[config.mk]
export PLATFORM = sky130hd
export DESIGN_NAME = reset_seq_ctrl_flat
export DESIGN_NICKNAME = d
export VERILOG_FILES = /design/src/rtl/reset_seq_pkg.sv /design/src/rtl/reset_seq_ctrl_if.sv /design/src/rtl/rst_dly_cnt.sv /design/src/rtl/reset_seq_ctrl.sv /design/src/flat_wrapper.sv
export SDC_FILE = /design/constraint.sdc
export NUM_CORES = 1
export LEC_CHECK = 0
export BUFFER_PORTS_ARGS = -buffer_cell sky130_fd_sc_hd__buf_2
export CAP_MARGIN = 20
export CORE_MARGIN = 2
export CORE_UTILIZATION = 54
export CTS_BUF_LIST = sky130_fd_sc_hd__clkbuf_2 sky130_fd_sc_hd__clkbuf_4 sky130_fd_sc_hd__clkbuf_8
export DETAILED_ROUTE_END_ITERATION = 10
export PLACE_DENSITY = 0.84
export SETUP_SLACK_MARGIN = 0.02
export SLEW_MARGIN = 40
export SYNTH_ARGS = -nofsm -noshare
export SYNTH_HDL_FRONTEND = slang
export SYNTH_SLANG_ARGS = --single-unit
export TNS_END_PERCENT = 100
[constraint.sdc]
create_clock -name clk -period 2.89 [get_ports clk]
set_input_delay 0.4335 -clock clk [delete_from_list [all_inputs] [get_ports clk]]
set_output_delay 0.4335 -clock clk [all_outputs]
set_load 0.05 [all_outputs]
[src/rtl/reset_seq_pkg.sv]
// Package: reset_seq_pkg
// Shared definitions for the reset sequencer slice.
// - state_e: FSM state encodings.
// - idx_width(n_dom): width of the domain index, never below 1 bit.
// - hold_width(hold_cyc): width of the hold counter; it can reach hold_cyc.
package reset_seq_pkg;

  typedef enum logic [1:0] {
    StAssert  = 2'd0,
    StRelease = 2'd1,
    StDone    = 2'd2
  } state_e;

  function automatic int unsigned idx_width(input int unsigned n_dom);
    return (n_dom > 1) ? $clog2(n_dom) : 1;
  endfunction

  // The counter is incremented once more on the cycle it leaves ASSERT,
  // so it has to be able to hold the value hold_cyc itself.
  function automatic int unsigned hold_width(input int unsigned hold_cyc);
    return $clog2(hold_cyc + 1);
  endfunction

endpackage

[src/rtl/reset_seq_ctrl_if.sv]
// Interface: reset_seq_ctrl_if
// Control/status bundle of the reset sequencer.
//   test_shift  master->slave  force every domain out of reset
//   dly_cfg     master->slave  release spacing D (releases are D+1 cycles apart)
//   sw_rst_req  master->slave  software re-reset request (level)
//   sw_rst_ack  slave->master  one-cycle pulse when a software sequence completes
//   dom_rst_n   slave->master  per-domain active-low resets
//   seq_done    slave->master  all domains released
//   busy        slave->master  sequence in progress
// The sequencer connects to the slave modport, its driver to the master modport.
interface reset_seq_ctrl_if #(
  parameter int unsigned N_DOM = 4,
  parameter int unsigned CNT_W = 8
);

  logic             test_shift;
  logic [CNT_W-1:0] dly_cfg;
  logic             sw_rst_req;
  logic             sw_rst_ack;
  logic [N_DOM-1:0] dom_rst_n;
  logic             seq_done;
  logic             busy;

  modport master (
    output test_shift,
    output dly_cfg,
    output sw_rst_req,
    input  sw_rst_ack,
    input  dom_rst_n,
    input  seq_done,
    input  busy
  );

  modport slave (
    input  test_shift,
    input  dly_cfg,
    input  sw_rst_req,
    output sw_rst_ack,
    output dom_rst_n,
    output seq_done,
    output busy
  );

endinterface

[src/rtl/rst_dly_cnt.sv]
// Module: rst_dly_cnt
// Loadable down-counter that sets the spacing between domain releases.
//   clk       clock
//   rst       synchronous active-high reset, clears the count
//   load      load load_val (has priority over dec)
//   load_val  value to load
//   dec       decrement; ignored once the count is zero (no wrap)
//   is_zero   count is zero
module rst_dly_cnt #(
  parameter int unsigned CNT_W = 8
) (
  input  logic             clk,
  input  logic             rst,
  input  logic             load,
  input  logic [CNT_W-1:0] load_val,
  input  logic             dec,
  output logic             is_zero
);

  logic [CNT_W-1:0] cnt_q;

  always_ff @(posedge clk) begin
    if (rst) begin
      cnt_q <= '0;
    end else if (load) begin
      cnt_q <= load_val;
    end else if (dec && (cnt_q != '0)) begin
      cnt_q <= cnt_q - CNT_W'(1);
    end
  end

  assign is_zero = (cnt_q == '0);

endmodule

[src/rtl/reset_seq_ctrl.sv]
// Module: reset_seq_ctrl
// Releases N_DOM reset domains in order (domain 0 first) after holding all of
// them for HOLD_CYC cycles, with D+1 cycles between releases (D = dly_cfg,
// resampled at every counter reload). Software can restart the whole sequence
// from DONE; test_shift forces every domain out of reset without disturbing
// the sequencer.
//   clk   clock
//   rst   synchronous active-high reset, restarts the sequence
//   bus   reset_seq_ctrl_if slave modport (controls and status)
// All outputs are registered except the test_shift OR onto dom_rst_n.
module reset_seq_ctrl
  import reset_seq_pkg::*;
#(
  parameter int unsigned N_DOM    = 4,
  parameter int unsigned CNT_W    = 8,
  parameter int unsigned HOLD_CYC = 8
) (
  input logic              clk,
  input logic              rst,
  reset_seq_ctrl_if.slave  bus
);

  localparam int unsigned IdxW  = idx_width(N_DOM);
  localparam int unsigned HoldW = hold_width(HOLD_CYC);

  localparam logic [IdxW-1:0]  IdxLast  = IdxW'(N_DOM - 1);
  localparam logic [HoldW-1:0] HoldLast = HoldW'(HOLD_CYC - 1);

  state_e             state_q;
  logic [HoldW-1:0]   hold_cnt_q;
  logic [IdxW-1:0]    idx_q;
  logic [N_DOM-1:0]   dom_q;
  logic               seq_done_q;
  logic               busy_q;
  logic               ack_q;
  logic               sw_flag_q;

  logic               cnt_load;
  logic               cnt_dec;
  logic               cnt_zero;

  // Spacing counter: loaded on the last hold cycle and after every release
  // except the final one, otherwise counted down while releasing.
  always_comb begin
    cnt_load = 1'b0;
    cnt_dec  = 1'b0;
    case (state_q)
      StAssert: begin
        cnt_load = (hold_cnt_q == HoldLast);
      end
      StRelease: begin
        cnt_dec  = !cnt_zero;
        cnt_load = cnt_zero && (idx_q != IdxLast);
      end
      default: ;
    endcase
  end

  rst_dly_cnt #(
    .CNT_W (CNT_W)
  ) u_dly_cnt (
    .clk      (clk),
    .rst      (rst),
    .load     (cnt_load),
    .load_val (bus.dly_cfg),
    .dec      (cnt_dec),
    .is_zero  (cnt_zero)
  );

  always_ff @(posedge clk) begin
    if (rst) begin
      state_q    <= StAssert;
      hold_cnt_q <= '0;
      idx_q      <= '0;
      dom_q      <= '0;
      seq_done_q <= 1'b0;
      busy_q     <= 1'b1;
      ack_q      <= 1'b0;
      sw_flag_q  <= 1'b0;
    end else begin
      case (state_q)
        StAssert: begin
          hold_cnt_q <= hold_cnt_q + HoldW'(1);
          if (hold_cnt_q == HoldLast) begin
            state_q <= StRelease;
            idx_q   <= '0;
          end
        end
        StRelease: begin
          if (cnt_zero) begin
            dom_q <= dom_q | (N_DOM'(1) << idx_q);
            if (idx_q == IdxLast) begin
              state_q    <= StDone;
              seq_done_q <= 1'b1;
              busy_q     <= 1'b0;
              // Ack only sequences that software started.
              ack_q      <= sw_flag_q;
              sw_flag_q  <= 1'b0;
            end else begin
              idx_q <= idx_q + IdxW'(1);
            end
          end
        end
        StDone: begin
          ack_q <= 1'b0;
          if (bus.sw_rst_req) begin
            state_q    <= StAssert;
            dom_q      <= '0;
            seq_done_q <= 1'b0;
            busy_q     <= 1'b1;
            hold_cnt_q <= '0;
            sw_flag_q  <= 1'b1;
          end
        end
        default: begin
          state_q <= StAssert;
        end
      endcase
    end
  end

  assign bus.dom_rst_n  = dom_q | {N_DOM{bus.test_shift}};
  assign bus.seq_done   = seq_done_q;
  assign bus.busy       = busy_q;
  assign bus.sw_rst_ack = ack_q;

endmodule

[src/flat_wrapper.sv]
// flat-port wrapper written by rule: the top's interface ports become plain ports
module reset_seq_ctrl_flat import reset_seq_pkg::*;
#(
  parameter int unsigned N_DOM    = 4,
  parameter int unsigned CNT_W    = 8,
  parameter int unsigned HOLD_CYC = 8
)
  (clk, rst, bus_test_shift, bus_dly_cfg, bus_sw_rst_req, bus_sw_rst_ack, bus_dom_rst_n, bus_seq_done, bus_busy);
  reset_seq_ctrl_if #(.N_DOM(N_DOM), .CNT_W(CNT_W)) bus_i ();
  input logic clk;
  input logic rst;
  input wire logic [$bits(bus_i.test_shift)-1:0] bus_test_shift;
  input wire logic [$bits(bus_i.dly_cfg)-1:0] bus_dly_cfg;
  input wire logic [$bits(bus_i.sw_rst_req)-1:0] bus_sw_rst_req;
  output wire logic [$bits(bus_i.sw_rst_ack)-1:0] bus_sw_rst_ack;
  output wire logic [$bits(bus_i.dom_rst_n)-1:0] bus_dom_rst_n;
  output wire logic [$bits(bus_i.seq_done)-1:0] bus_seq_done;
  output wire logic [$bits(bus_i.busy)-1:0] bus_busy;
  assign bus_i.test_shift = bus_test_shift;
  assign bus_i.dly_cfg = bus_dly_cfg;
  assign bus_i.sw_rst_req = bus_sw_rst_req;
  assign bus_sw_rst_ack = bus_i.sw_rst_ack;
  assign bus_dom_rst_n = bus_i.dom_rst_n;
  assign bus_seq_done = bus_i.seq_done;
  assign bus_busy = bus_i.busy;
  reset_seq_ctrl #(.N_DOM(N_DOM), .CNT_W(CNT_W), .HOLD_CYC(HOLD_CYC)) u_core (.clk(clk), .rst(rst), .bus(bus_i));
endmodule
==> out/qor.yml, run 1 <==
status:
  outcome: "complete, no violations"
route:
  wire_per_inst_um: 16.1
  avgViaCountPerCell: 6.45
  drt_wl_total_um: 3660
  post-route-drc-count: 0
  drt-pass1-iter-count: 4
  via_count: 1465
  ant_nets_after_route: 0
  iteration_0_drc_markers: 77
critical_path:
  timing.critical_path.max_delay_family: "compound AO/OA/AOI/OAI gates"
  cp_data_required_time_ps: 3130
  cp_slowest_cell: "sky130_fd_sc_hd__or4bb_4"
  setup.worst_path.class: "reg -> reg"
  timing.rr.end: "u_core.u_dly_cnt.cnt_q[3]"
  startpoint_type: "flip-flop"
  maximum_fanout_along_the_worst_path: 10
  critical_path.endpoint: "u_core.u_dly_cnt.cnt_q[3]"
  crit_path_start: "u_core.state_q[1]"
  timing.critical_path.cells: "inv_1 > ha_1 > or4bb_4 > o31ai_4 > o22ai_1 > a32o_1"
  timing.reg2reg.setup_slack_ps: 600
  cp_num_cells: 6
  max_stage_delay_ps: 540
  worstSetupEndpointType: "flip-flop"
  data_arrival_time_at_the_worst_slack_endpoint_ps: 2520
  r2r_cells: 6
  crit-reg2reg-launch: "u_core.state_q[1]"
  timing.critical_path.buf_inv: 1
sta:
  finalClockSkew_ps: 8.66
  number_of_hold_violations_in_the_final_report: 0
  timing.fmax_mhz: 437
  grt_setup_unrepaired: "no"
  fin_setup_tns_ps: 0
  relSlewSlack_pct: 43.9
  finalSetupViolCount: 0
  share_of_the_clock_period_used_by_the_worst_path_pct: 79.2
  post-route-min-period_ps: 2290
  worst_slew_pin_slew_ps: 831
  fin_worst_hold_slack_ps: 336
  slew_violations: 0
cts:
  cts_max_level: 1
  cts_inserted_buffers: 3
  post_cts_resized: 0
  cts.reportedPaths.clkPinSlew_ps: 140
  ctsLongestPathBuffers: 2
  clock_tree_from_tritoncts: "done"
  clk_latency_ps: 320
  post_cts.repair.setup_buffers: 0
  cts_stage_hold_buffer_count: 0
  cts_sinks: 24
  cts.root.buffer_cell: "sky130_fd_sc_hd__clkbuf_4"
place:
  finalWeightedCongestion: 0.936
  cell_total_after_placement: 223
  post-dp-hpwl_um: 2760
  port_buffers: 18
cells_and_area:
  antennaDiodeCount: 0
  area_growth_syn_to_layout_pct: 7.24
  layoutNonFillerInstCount: 227
  drive_gt1_share_pct: 16.3
  final_nets: 219
  final_core_utilization_pct: 60.3
logic_synthesis:
  yosys_register_bits: 24
  synth.yosys.warnings: 0
  yosysUniqueCellTypes: 53
  synth.avg_cell_area_sq_um: 8.36
  netlist_instances: 184
  synth_enable_flop_cells: 0
  synthesis.area_sq_um: 1540
  postSynthNetCount: 206
  most_used_flip_flop_cell_after_synthesis: "sky130_fd_sc_hd__dfxtp_1"
  asyncSetResetFlopFracSynth_pct: 0
  yosysSeqAreaShare_pct: 31.2
floorplan:
  die_width_um: 57.4
  core_region_area_sq_um: 2730
  boundaryPins: 19
  initial_utilization_pct: 56.2
  std_cell_rows: 19
  die-area_sq_um: 3290
  fp.dieH_um: 57.4
grt:
  number_of_antenna_violations_at_the_first_check_in_global_routing: 0
  grt_first_pass_wirelength_um: 6220
  via_count_of_the_first_global_routing_pass: 1381
  globalRoute.totalOverflow: 0
  pin_count_of_the_biggest_net_entering_global_routing: 20
  total_routing_usage_reported_by_global_routing_pct: 23.6
power_and_ir_drop:
  p_leak_nw: 0.653
  ir_drop_mv: 0.266
  pwr_density_cell_nw_per_um2: 374
flow_run:
  drv.max_cap_violation_count: 0
hold_path:
  timing.hold.worst.class: "in -> reg"
-- worst min-delay path by stage --
stage | start | end | slack [ps] | depth (start not counted)
after global placement | u_core.dom_q[3] | u_core.dom_q[3] | 440 | 1
after CTS | bus_dly_cfg[0] | u_core.u_dly_cnt.cnt_q[0] | 340 | 2
after detailed placement | u_core.dom_q[3] | u_core.dom_q[3] | 450 | 1
after global routing | bus_dly_cfg[0] | u_core.u_dly_cnt.cnt_q[0] | 340 | 2
after floorplan | u_core.dom_q[0] | u_core.dom_q[0] | 430 | 1
final | bus_dly_cfg[0] | u_core.u_dly_cnt.cnt_q[0] | 340 | 2
-- cells in the final DEF (no fill, tap or decap), drive strengths merged, types with 3 or more instances in the layout --
cell type and instances:
dfxtp 24, buf 18, nand2 17, inv 14, a21oi 13, nor2 11, ha 10, o21ai 7
nor3 6, nand4 6, o21a 5, or2 4, o211ai 4, nor4 4, clkbuf 4, a31oi 3
o22a 3
-- flip-flops by register name, indices dropped and copies added (netlist names) --
name	count
u_core.hold_cnt_q	4
u_core.dom_q	4
u_core.bus.sw_rst_ack	1
u_core.sw_flag_q	1
u_core.bus.seq_done	1
u_core.idx_q	2
u_core.bus.busy	1
u_core.state_q	2
u_core.u_dly_cnt.cnt_q	8
-- synthesized netlist by cell type, types with 2 or more instances --
| cell | instances | area, sq um |
|---|---|---|
| sky130_fd_sc_hd__clkbuf_1 | 6 | 22.5 |
| sky130_fd_sc_hd__a311oi_1 | 2 | 17.5 |
| sky130_fd_sc_hd__a31o_2 | 2 | 17.5 |
| sky130_fd_sc_hd__inv_1 | 14 | 52.6 |
| sky130_fd_sc_hd__a32o_1 | 2 | 20.0 |
| sky130_fd_sc_hd__buf_4 | 2 | 15.0 |
| sky130_fd_sc_hd__a31oi_1 | 3 | 18.8 |
| sky130_fd_sc_hd__nor2_1 | 11 | 41.3 |
| sky130_fd_sc_hd__or2_2 | 4 | 25.0 |
| sky130_fd_sc_hd__o21a_1 | 5 | 37.5 |
| sky130_fd_sc_hd__nor3_1 | 6 | 30.0 |
| sky130_fd_sc_hd__nand4_1 | 6 | 37.5 |
| sky130_fd_sc_hd__nor3b_1 | 2 | 15.0 |
| sky130_fd_sc_hd__nand2b_1 | 2 | 12.5 |
| sky130_fd_sc_hd__nand2_1 | 17 | 63.8 |
| sky130_fd_sc_hd__a22oi_1 | 2 | 15.0 |
| sky130_fd_sc_hd__ha_1 | 10 | 125 |
| sky130_fd_sc_hd__mux2i_1 | 2 | 20.0 |
| sky130_fd_sc_hd__nand4b_1 | 2 | 17.5 |
| sky130_fd_sc_hd__o32ai_1 | 2 | 17.5 |
| sky130_fd_sc_hd__nor4_1 | 3 | 18.8 |
| sky130_fd_sc_hd__a21oi_1 | 13 | 65.1 |
| sky130_fd_sc_hd__o21ai_0 | 6 | 30.0 |
| sky130_fd_sc_hd__dfxtp_1 | 24 | 480 |
| sky130_fd_sc_hd__nor2b_1 | 2 | 12.5 |
| sky130_fd_sc_hd__o22a_1 | 3 | 26.3 |
| sky130_fd_sc_hd__xor2_1 | 2 | 17.5 |
| sky130_fd_sc_hd__o211ai_1 | 4 | 30.0 |
-- layer usage --
metal  GRT usage, %  routed length (um)  vias up
met5              0                   0        -
met4           8.31                  76        0
met3           3.40                 297       13
met2           41.4                1820       77
met1           29.4                1460      667
li1               -                   -      708
-- cell families (layout without fill, tap and decap cells) --
kind of cell	after synthesis	after routing	share of synthesized area [%]
and+or+nand+nor	65	65	24.4
buffers and inverters	24	36	6.92
xor gates and xnor gates	3	3	1.71
AOI/OAI and AO/OA	56	56	26.3
muxes	2	2	1.30
adders and majority gates	10	10	8.14
DFF	24	24	31.2
-- cell type report --
class | count | area [sq um]
sequential | 24 | 480
tap | 31 | 38.8
inverter | 14 | 52.6
clock buffer | 4 | 36.3
fill | 267 | 1080
timing repair buffer | 18 | 90.1
multi-input combinational | 136 | 951
-- report_power, final --
part	internal, mW	switching [mW]	leakage (nW)	total, mW
combinational	0.0352	0.0508	0.438	0.0860
sequential	0.338	0.00900	0.194	0.347
clock	0.0771	0.107	0.0210	0.184
-- stage by stage --
stage                     area, sq um  power [mW]  setup WS [ps]
final                            1650       0.616            600
after global routing             1650       0.636            461
after CTS                        1650       0.618            618
after detailed placement         1610       0.439            644
after global placement           1610       0.434            746
after floorplan                  1540       0.415            905
Power figures use the tool's default switching activity.
==> run 2, diff against run 1 <==
--- a/config.mk
+++ b/config.mk
@@ -11,7 +11,7 @@
 export CORE_UTILIZATION = 54
 export CTS_BUF_LIST = sky130_fd_sc_hd__clkbuf_2 sky130_fd_sc_hd__clkbuf_4 sky130_fd_sc_hd__clkbuf_8
 export DETAILED_ROUTE_END_ITERATION = 10
-export PLACE_DENSITY = 0.84
+export PLACE_DENSITY = 0.87
 export SETUP_SLACK_MARGIN = 0.02
 export SLEW_MARGIN = 40
 export SYNTH_ARGS = -nofsm -noshare
==> constraint.sdc (replaced) <==
create_clock -name clk -period 1.9 [get_ports clk]
set_input_delay 0.285 -clock clk [delete_from_list [all_inputs] [get_ports clk]]
set_output_delay 0.285 -clock clk [all_outputs]
set_load 0.05 [all_outputs]
==> out/qor.yml, run 2 (same netlist as run 1, synthesis figures left out) <==
status:
  outcome: "finished, violations left"
  violations: "setup timing"
route:
  post-route-drc-count: 0  # unchanged
  via_count: 1564  # +6.8%
  ant_nets_after_route: 0  # unchanged
  drt_wl_total_um: 3880  # +6.2%
  avgViaCountPerCell: 6.16  # -4.6%
  wire_per_inst_um: 15.3  # -5.1%
  iteration_0_drc_markers: 80  # +3.9%
  drt-pass1-iter-count: 4  # unchanged
place:
  finalWeightedCongestion: 0.895  # -4.4%
  post-dp-hpwl_um: 2760  # -0.18%
  port_buffers: 18  # unchanged
  preCtsSetupSlack_ps: -53.1  # -697 ps
cells_and_area:
  area_growth_syn_to_layout_pct: 24.2
  top_register_by_number_of_flip_flops: "u_core.u_dly_cnt.cnt_q"
  final_nets: 247  # +13%
  antennaDiodeCount: 0  # unchanged
  final_common_cell: "sky130_fd_sc_hd__buf_4"
  final_core_utilization_pct: 69.8  # +9.5 points
  drive_gt1_share_pct: 30.9  # +15 points
  reg.largest.list: "u_core.u_dly_cnt.cnt_q x8, u_core.dom_q x4, u_core.hold_cnt_q x4"
  largest_reg_flops: 8  # unchanged
  layout.cells.most_common_list: "26 x sky130_fd_sc_hd__buf_4, 22 x sky130_fd_sc_hd__dfxtp_1, 18 x sky130_fd_sc_hd__buf_2"
grt:
  number_of_antenna_violations_at_the_first_check_in_global_routing: 0  # unchanged
  pin_count_of_the_biggest_net_entering_global_routing: 20  # unchanged
  via_count_of_the_first_global_routing_pass: 1339  # -3.0%
  total_routing_usage_reported_by_global_routing_pct: 23.8  # +0.20 points
  globalRoute.totalOverflow: 0  # unchanged
  grt_first_pass_wirelength_um: 6150  # -1.1%
sta:
  worst_slew_pin_slew_ps: 421  # -409 ps
  relSlewSlack_pct: 71.5  # +28 points
  worst_path_setup_slack_after_routing_ps: -24.4  # -625 ps
  fin_worst_hold_slack_ps: 209  # -127 ps
  slew_violations: 0  # unchanged
  grt_setup_unrepaired: "yes"
  finalClockSkew_ps: 7.47  # -1.19 ps
  number_of_hold_violations_in_the_final_report: 0  # unchanged
  finalSetupViolCount: 4  # +4
  post-route-min-period_ps: 1920  # -365 ps
  timing.fmax_mhz: 520  # +19%
  share_of_the_clock_period_used_by_the_worst_path_pct: 101  # +22 points
floorplan:
  std_cell_rows: 19  # unchanged
  die-area_sq_um: 3290  # unchanged
  core_region_area_sq_um: 2730  # unchanged
  boundaryPins: 19  # unchanged
  initial_utilization_pct: 56.2  # unchanged
  fp.dieH_um: 57.4  # unchanged
  die_width_um: 57.4  # unchanged
critical_path:
  maximum_fanout_along_the_worst_path: 5  # -5
  timing.critical_path.cells: "ha_4 > or4bb_4 > o31ai_4 > buf_4 > buf_6 > a2bb2oi_2 > a21oi_1"
  max_stage_delay_ps: 540  # about the same
  cp_data_required_time_ps: 2110  # -1020 ps
  r2r_cells: 7  # +1
  worstSetupEndpointType: "flip-flop"
  startpoint_type: "flip-flop"
  setup.worst_path.class: "reg -> reg"
  cp_slowest_cell: "sky130_fd_sc_hd__or4bb_4"
  data_arrival_time_at_the_worst_slack_endpoint_ps: 2140  # -380 ps
power_and_ir_drop:
  ir_drop_mv: 0.493  # +85%
  p_leak_nw: 0.807  # +24%
  pwr_density_cell_nw_per_um2: 472  # +26%
hold_path:
  hold-path-cell-count: 3  # +1
  timing.hold.worst.class: "in -> reg"
cts:
  cts.root.buffer_cell: "sky130_fd_sc_hd__clkbuf_4"
  clock_tree_from_tritoncts: "done"
  ctsLongestPathBuffers: 2  # unchanged
  clk_latency_ps: 320  # about the same
  cts_stage_hold_buffer_count: 0  # unchanged
  cts_sinks: 24  # unchanged
  cts_inserted_buffers: 3  # unchanged
  cts_max_level: 1  # unchanged
  cts.reportedPaths.clkPinSlew_ps: 130  # about the same
flow_run:
  drv.max_cap_violation_count: 0  # unchanged
[run 2: changes by cell type in the layout (fill, tap and decap cells not counted), sizes merged]
cell / change
clkbuf: -1
buf: +28
[run 2: per-stage QoR]
step | TNS (ps) | cell area, sq um | std cells | total power [mW]
floorplan | -30.7 | 1540 | 184 | 0.632
global placement | 0 | 1800 | 248 | 0.675
detailed placement | -81.9 | 1800 | 248 | 0.678
CTS | -53.3 | 1860 | 253 | 0.902
global route | -850 | 1910 | 254 | 0.937
finish | -46.6 | 1910 | 254 | 0.901
[run 2: cell type report]
type | instances | area [sq um]
multi-input combinational | 136 | 1000
fill | 208 | 825
sequential | 24 | 483
timing repair buffer | 46 | 308
inverter | 14 | 52.6
tap | 31 | 38.8
clock buffer | 3 | 22.5
[run 2: metal layers]
metal	GRT usage (%)	share of wire [%]	up-vias	routed length [um]
met5	0	0	-	0
met4	8.97	1.9	0	72
met3	4.54	8.2	11	317
met2	37.0	47	73	1840
met1	32.8	43	717	1660
li1	-	-	763	-
[run 2: repair_timing]
| action | 4_1_cts | 5_1_grt |
|---|---|---|
| pin swaps | 2 | 1 |
| gates resized for setup | 6 | 9 |
| setup endpoints to repair | 4 | 11 |
| gates cloned | 0 | 0 |
| buffers inserted | 2 | 1 |
[run 2: final timing paths]
check	start	endpoint	slack [ps]
min	bus_dly_cfg[1]	u_core.u_dly_cnt.cnt_q[1]	210
min reg2reg	u_core.dom_q[3]	u_core.dom_q[3]	480
max reg2reg	u_core.state_q[0]	u_core.u_dly_cnt.cnt_q[1]	-20
max	u_core.state_q[0]	u_core.u_dly_cnt.cnt_q[1]	-20
[run 2: power breakdown]
part / internal [mW] / total [mW] / leakage [nW] / switching (mW)
sequential: 0.513 / 0.523 / 0.195 / 0.0101
combinational: 0.0673 / 0.153 / 0.598 / 0.0856
clock: 0.0744 / 0.225 / 0.0138 / 0.150
total: 0.655 / 0.901 / 0.807 / 0.246
[run 2: worst max-delay path, delay by kind of cell, from the launching register on]
| family | cells | cell delay [ps] |
|---|---|---|
| adder cells (fa/ha/maj) | 1 | 140 |
| flip-flops | 1 | 400 |
| buffers and inverters | 2 | 280 |
| AND/OR/NAND/NOR | 1 | 540 |
| AO/OA/AOI/OAI | 3 | 460 |
==> run 3, diff against run 2 <==
--- a/config.mk
+++ b/config.mk
@@ -7,7 +7,7 @@
 export LEC_CHECK = 0
 export BUFFER_PORTS_ARGS = -buffer_cell sky130_fd_sc_hd__buf_2
 export CAP_MARGIN = 20
-export CORE_MARGIN = 2
+export CORE_MARGIN = 4
 export CORE_UTILIZATION = 54
 export CTS_BUF_LIST = sky130_fd_sc_hd__clkbuf_2 sky130_fd_sc_hd__clkbuf_4 sky130_fd_sc_hd__clkbuf_8
 export DETAILED_ROUTE_END_ITERATION = 10
==> out/qor.yml, run 3 (same netlist as run 1, synthesis figures left out) <==
critical_path:
  cp_data_required_time_ps: 2140  # +30 ps
  timing.reg2reg.setup_slack_ps: -50  # -30 ps
  setup.worst_path.class: "reg -> reg"
  r2r_cells: 7  # unchanged
  worstSetupEndpointType: "flip-flop"
  timing.rr.end: "u_core.u_dly_cnt.cnt_q[3]"
  crit-reg2reg-launch: "u_core.state_q[1]"
  data_arrival_time_at_the_worst_slack_endpoint_ps: 2190  # +50 ps
  maximum_fanout_along_the_worst_path: 4  # -1
  startpoint_type: "flip-flop"
cells_and_area:
  largest_reg_flops: 8  # unchanged
  layoutNonFillerInstCount: 260  # +2.4%
  layout.cells.most_common_list: "31 x sky130_fd_sc_hd__buf_4, 20 x sky130_fd_sc_hd__dfxtp_1, 18 x sky130_fd_sc_hd__buf_2"
  final_nets: 252  # +2.0%
  drive_gt1_share_pct: 36.7  # +5.7 points
  top_register_by_number_of_flip_flops: "u_core.u_dly_cnt.cnt_q"
  area_growth_syn_to_layout_pct: 29.5
  final_common_cell: "sky130_fd_sc_hd__buf_4"
  fillers: 189  # -9.1%
  antennaDiodeCount: 0  # unchanged
  reg.largest.list: "u_core.u_dly_cnt.cnt_q x8, u_core.dom_q x4, u_core.hold_cnt_q x4"
  final_core_utilization_pct: 72.9  # +3.0 points
place:
  preCtsSetupSlack_ps: -46.3  # +6.77 ps
  port_buffers: 18  # unchanged
  finalWeightedCongestion: 0.918  # +2.6%
  cell_total_after_placement: 251  # +1.2%
  post-dp-hpwl_um: 2990  # +8.4%
cts:
  ctsLongestPathBuffers: 2  # unchanged
  clock_tree_from_tritoncts: "done"
  cts_max_level: 1  # unchanged
  clk_latency_ps: 330  # about the same
  cts.root.buffer_cell: "sky130_fd_sc_hd__clkbuf_4"
  cts_stage_hold_buffer_count: 0  # unchanged
  cts_inserted_buffers: 3  # unchanged
  cts_sinks: 24  # unchanged
  cts.reportedPaths.clkPinSlew_ps: 140  # about the same
grt:
  number_of_antenna_violations_at_the_first_check_in_global_routing: 0  # unchanged
  globalRoute.totalOverflow: 0  # unchanged
  pin_count_of_the_biggest_net_entering_global_routing: 20  # unchanged
  total_routing_usage_reported_by_global_routing_pct: 25.4  # +1.5 points
  via_count_of_the_first_global_routing_pass: 1546  # +15%
  grt_first_pass_wirelength_um: 7080  # +15%
route:
  iteration_0_drc_markers: 157  # +96%
  post-route-drc-count: 0  # unchanged
  ant_nets_after_route: 0  # unchanged
  wire_per_inst_um: 17.8  # +17%
  avgViaCountPerCell: 6.33  # +2.8%
  via_count: 1645  # +5.2%
  drt_wl_total_um: 4630  # +19%
  drt-pass1-iter-count: 4  # unchanged
hold_path:
  timing.hold.worst.class: "in -> reg"
  hp-start: "bus_dly_cfg[2]"
  hold-path-endpoint: "u_core.u_dly_cnt.cnt_q[2]"
  hold-path-cell-count: 3  # unchanged
floorplan:
  fp.dieH_um: 61.4  # +7.0%
  std_cell_rows: 19  # unchanged
  boundaryPins: 19  # unchanged
  initial_utilization_pct: 56.2  # unchanged
  core_region_area_sq_um: 2730  # unchanged
  die-area_sq_um: 3770  # +14%
  die_width_um: 61.4  # +7.0%
sta:
  number_of_hold_violations_in_the_final_report: 0  # unchanged
  slew_violations: 0  # unchanged
  post-route-min-period_ps: 1950  # +30.0 ps
  relSlewSlack_pct: 73.5  # +2.0 points
  finalClockSkew_ps: 1.98  # -5.49 ps
  grt_setup_unrepaired: "yes"
  finalSetupViolCount: 4  # unchanged
  worst_path_setup_slack_after_routing_ps: -54.4  # -30.0 ps
  worst_slew_pin_slew_ps: 394  # -27.1 ps
  timing.fmax_mhz: 512  # -1.5%
  share_of_the_clock_period_used_by_the_worst_path_pct: 103  # +1.6 points
status:
  outcome: "finished, violations left"
  violations: "setup timing"
power_and_ir_drop:
  ir_drop_mv: 0.494  # +0.33%
  pwr_density_cell_nw_per_um2: 487  # +3.2%
  p_leak_nw: 0.843  # +4.5%
flow_run:
  drv.max_cap_violation_count: 0  # unchanged
[run 3: cell types whose count changed in the layout (fill, tap and decap cells not counted), moves of 2 or more]
cell | previous run | this run
sky130_fd_sc_hd__dfxtp_1 | 22 | 20
sky130_fd_sc_hd__ha_1 | 9 | 7
sky130_fd_sc_hd__buf_4 | 26 | 31
sky130_fd_sc_hd__dfxtp_2 | 2 | 4
[run 3: power breakdown]
group / leakage [nW] / internal, mW / switching (mW)
combinational: 0.626 / 0.0702 / 0.0898
sequential: 0.196 / 0.513 / 0.0129
clock: 0.0210 / 0.118 / 0.166
[run 3: layer usage]
| metal | GRT usage (%) | up-vias | wire [um] |
|---|---|---|---|
| met1 | 29.8 | 759 | 1800 |
| li1 | - | 771 | - |
| met3 | 7.34 | 16 | 441 |
| met4 | 8.48 | 0 | 109 |
| met5 | 0 | - | 0 |
| met2 | 44.1 | 99 | 2280 |
[run 3: critical path, cell delays in order, from the launching register on]
cell                      delay [ps]
sky130_fd_sc_hd__dfxtp_2         350
sky130_fd_sc_hd__inv_2            80
sky130_fd_sc_hd__ha_4            120
sky130_fd_sc_hd__or4bb_4         560
sky130_fd_sc_hd__o31ai_4         290
sky130_fd_sc_hd__buf_4           180
sky130_fd_sc_hd__o22ai_2          60
sky130_fd_sc_hd__a32o_1          230
[run 3: what timing repair did]
item / 4_1_cts / 5_1_grt
gates cloned: 0 / 0
pin swaps: 4 / 7
resized for setup: 12 / 13
setup endpoints to repair: 6 / 15
buffers inserted: 3 / 2
[run 3: final cells by class]
type / count / area, sq um / share of cell area (%)
Multi-Input combinational cell: 136 / 1030 / 51.9
Inverter: 14 / 52.6 / 2.64
Tap cell: 31 / 38.8 / 1.95
Timing Repair Buffer: 51 / 345 / 17.3
Clock buffer: 4 / 36.3 / 1.82
Sequential cell: 24 / 485 / 24.4
[run 3: worst max path at each step]
stage,slack [ps],startpoint,endpoint
2_1_floorplan,-30,u_core.u_dly_cnt.cnt_q[1],u_core.u_dly_cnt.cnt_q[3]
3_3_place_gp,30,u_core.state_q[1],u_core.u_dly_cnt.cnt_q[1]
3_5_place_dp,-50,u_core.u_dly_cnt.cnt_q[0],u_core.u_dly_cnt.cnt_q[1]
4_1_cts,-30,u_core.state_q[1],u_core.u_dly_cnt.cnt_q[4]
5_1_grt,-110,u_core.state_q[0],u_core.u_dly_cnt.cnt_q[6]
6_report,-50,u_core.state_q[1],u_core.u_dly_cnt.cnt_q[3]
[run 3: per-stage QoR]
| stage | hold slack (ps) | total power [mW] | area (sq um) | setup TNS [ps] |
|---|---|---|---|---|
| detailed placement | 449 | 0.679 | 1820 | -93.9 |
| global placement | 441 | 0.675 | 1820 | 0 |
| CTS | 174 | 0.956 | 1920 | -26.3 |
| global route | 210 | 1.00 | 1990 | -448 |
| floorplan | 418 | 0.632 | 1540 | -30.7 |
| finish | 208 | 0.970 | 1990 | -90.2 |
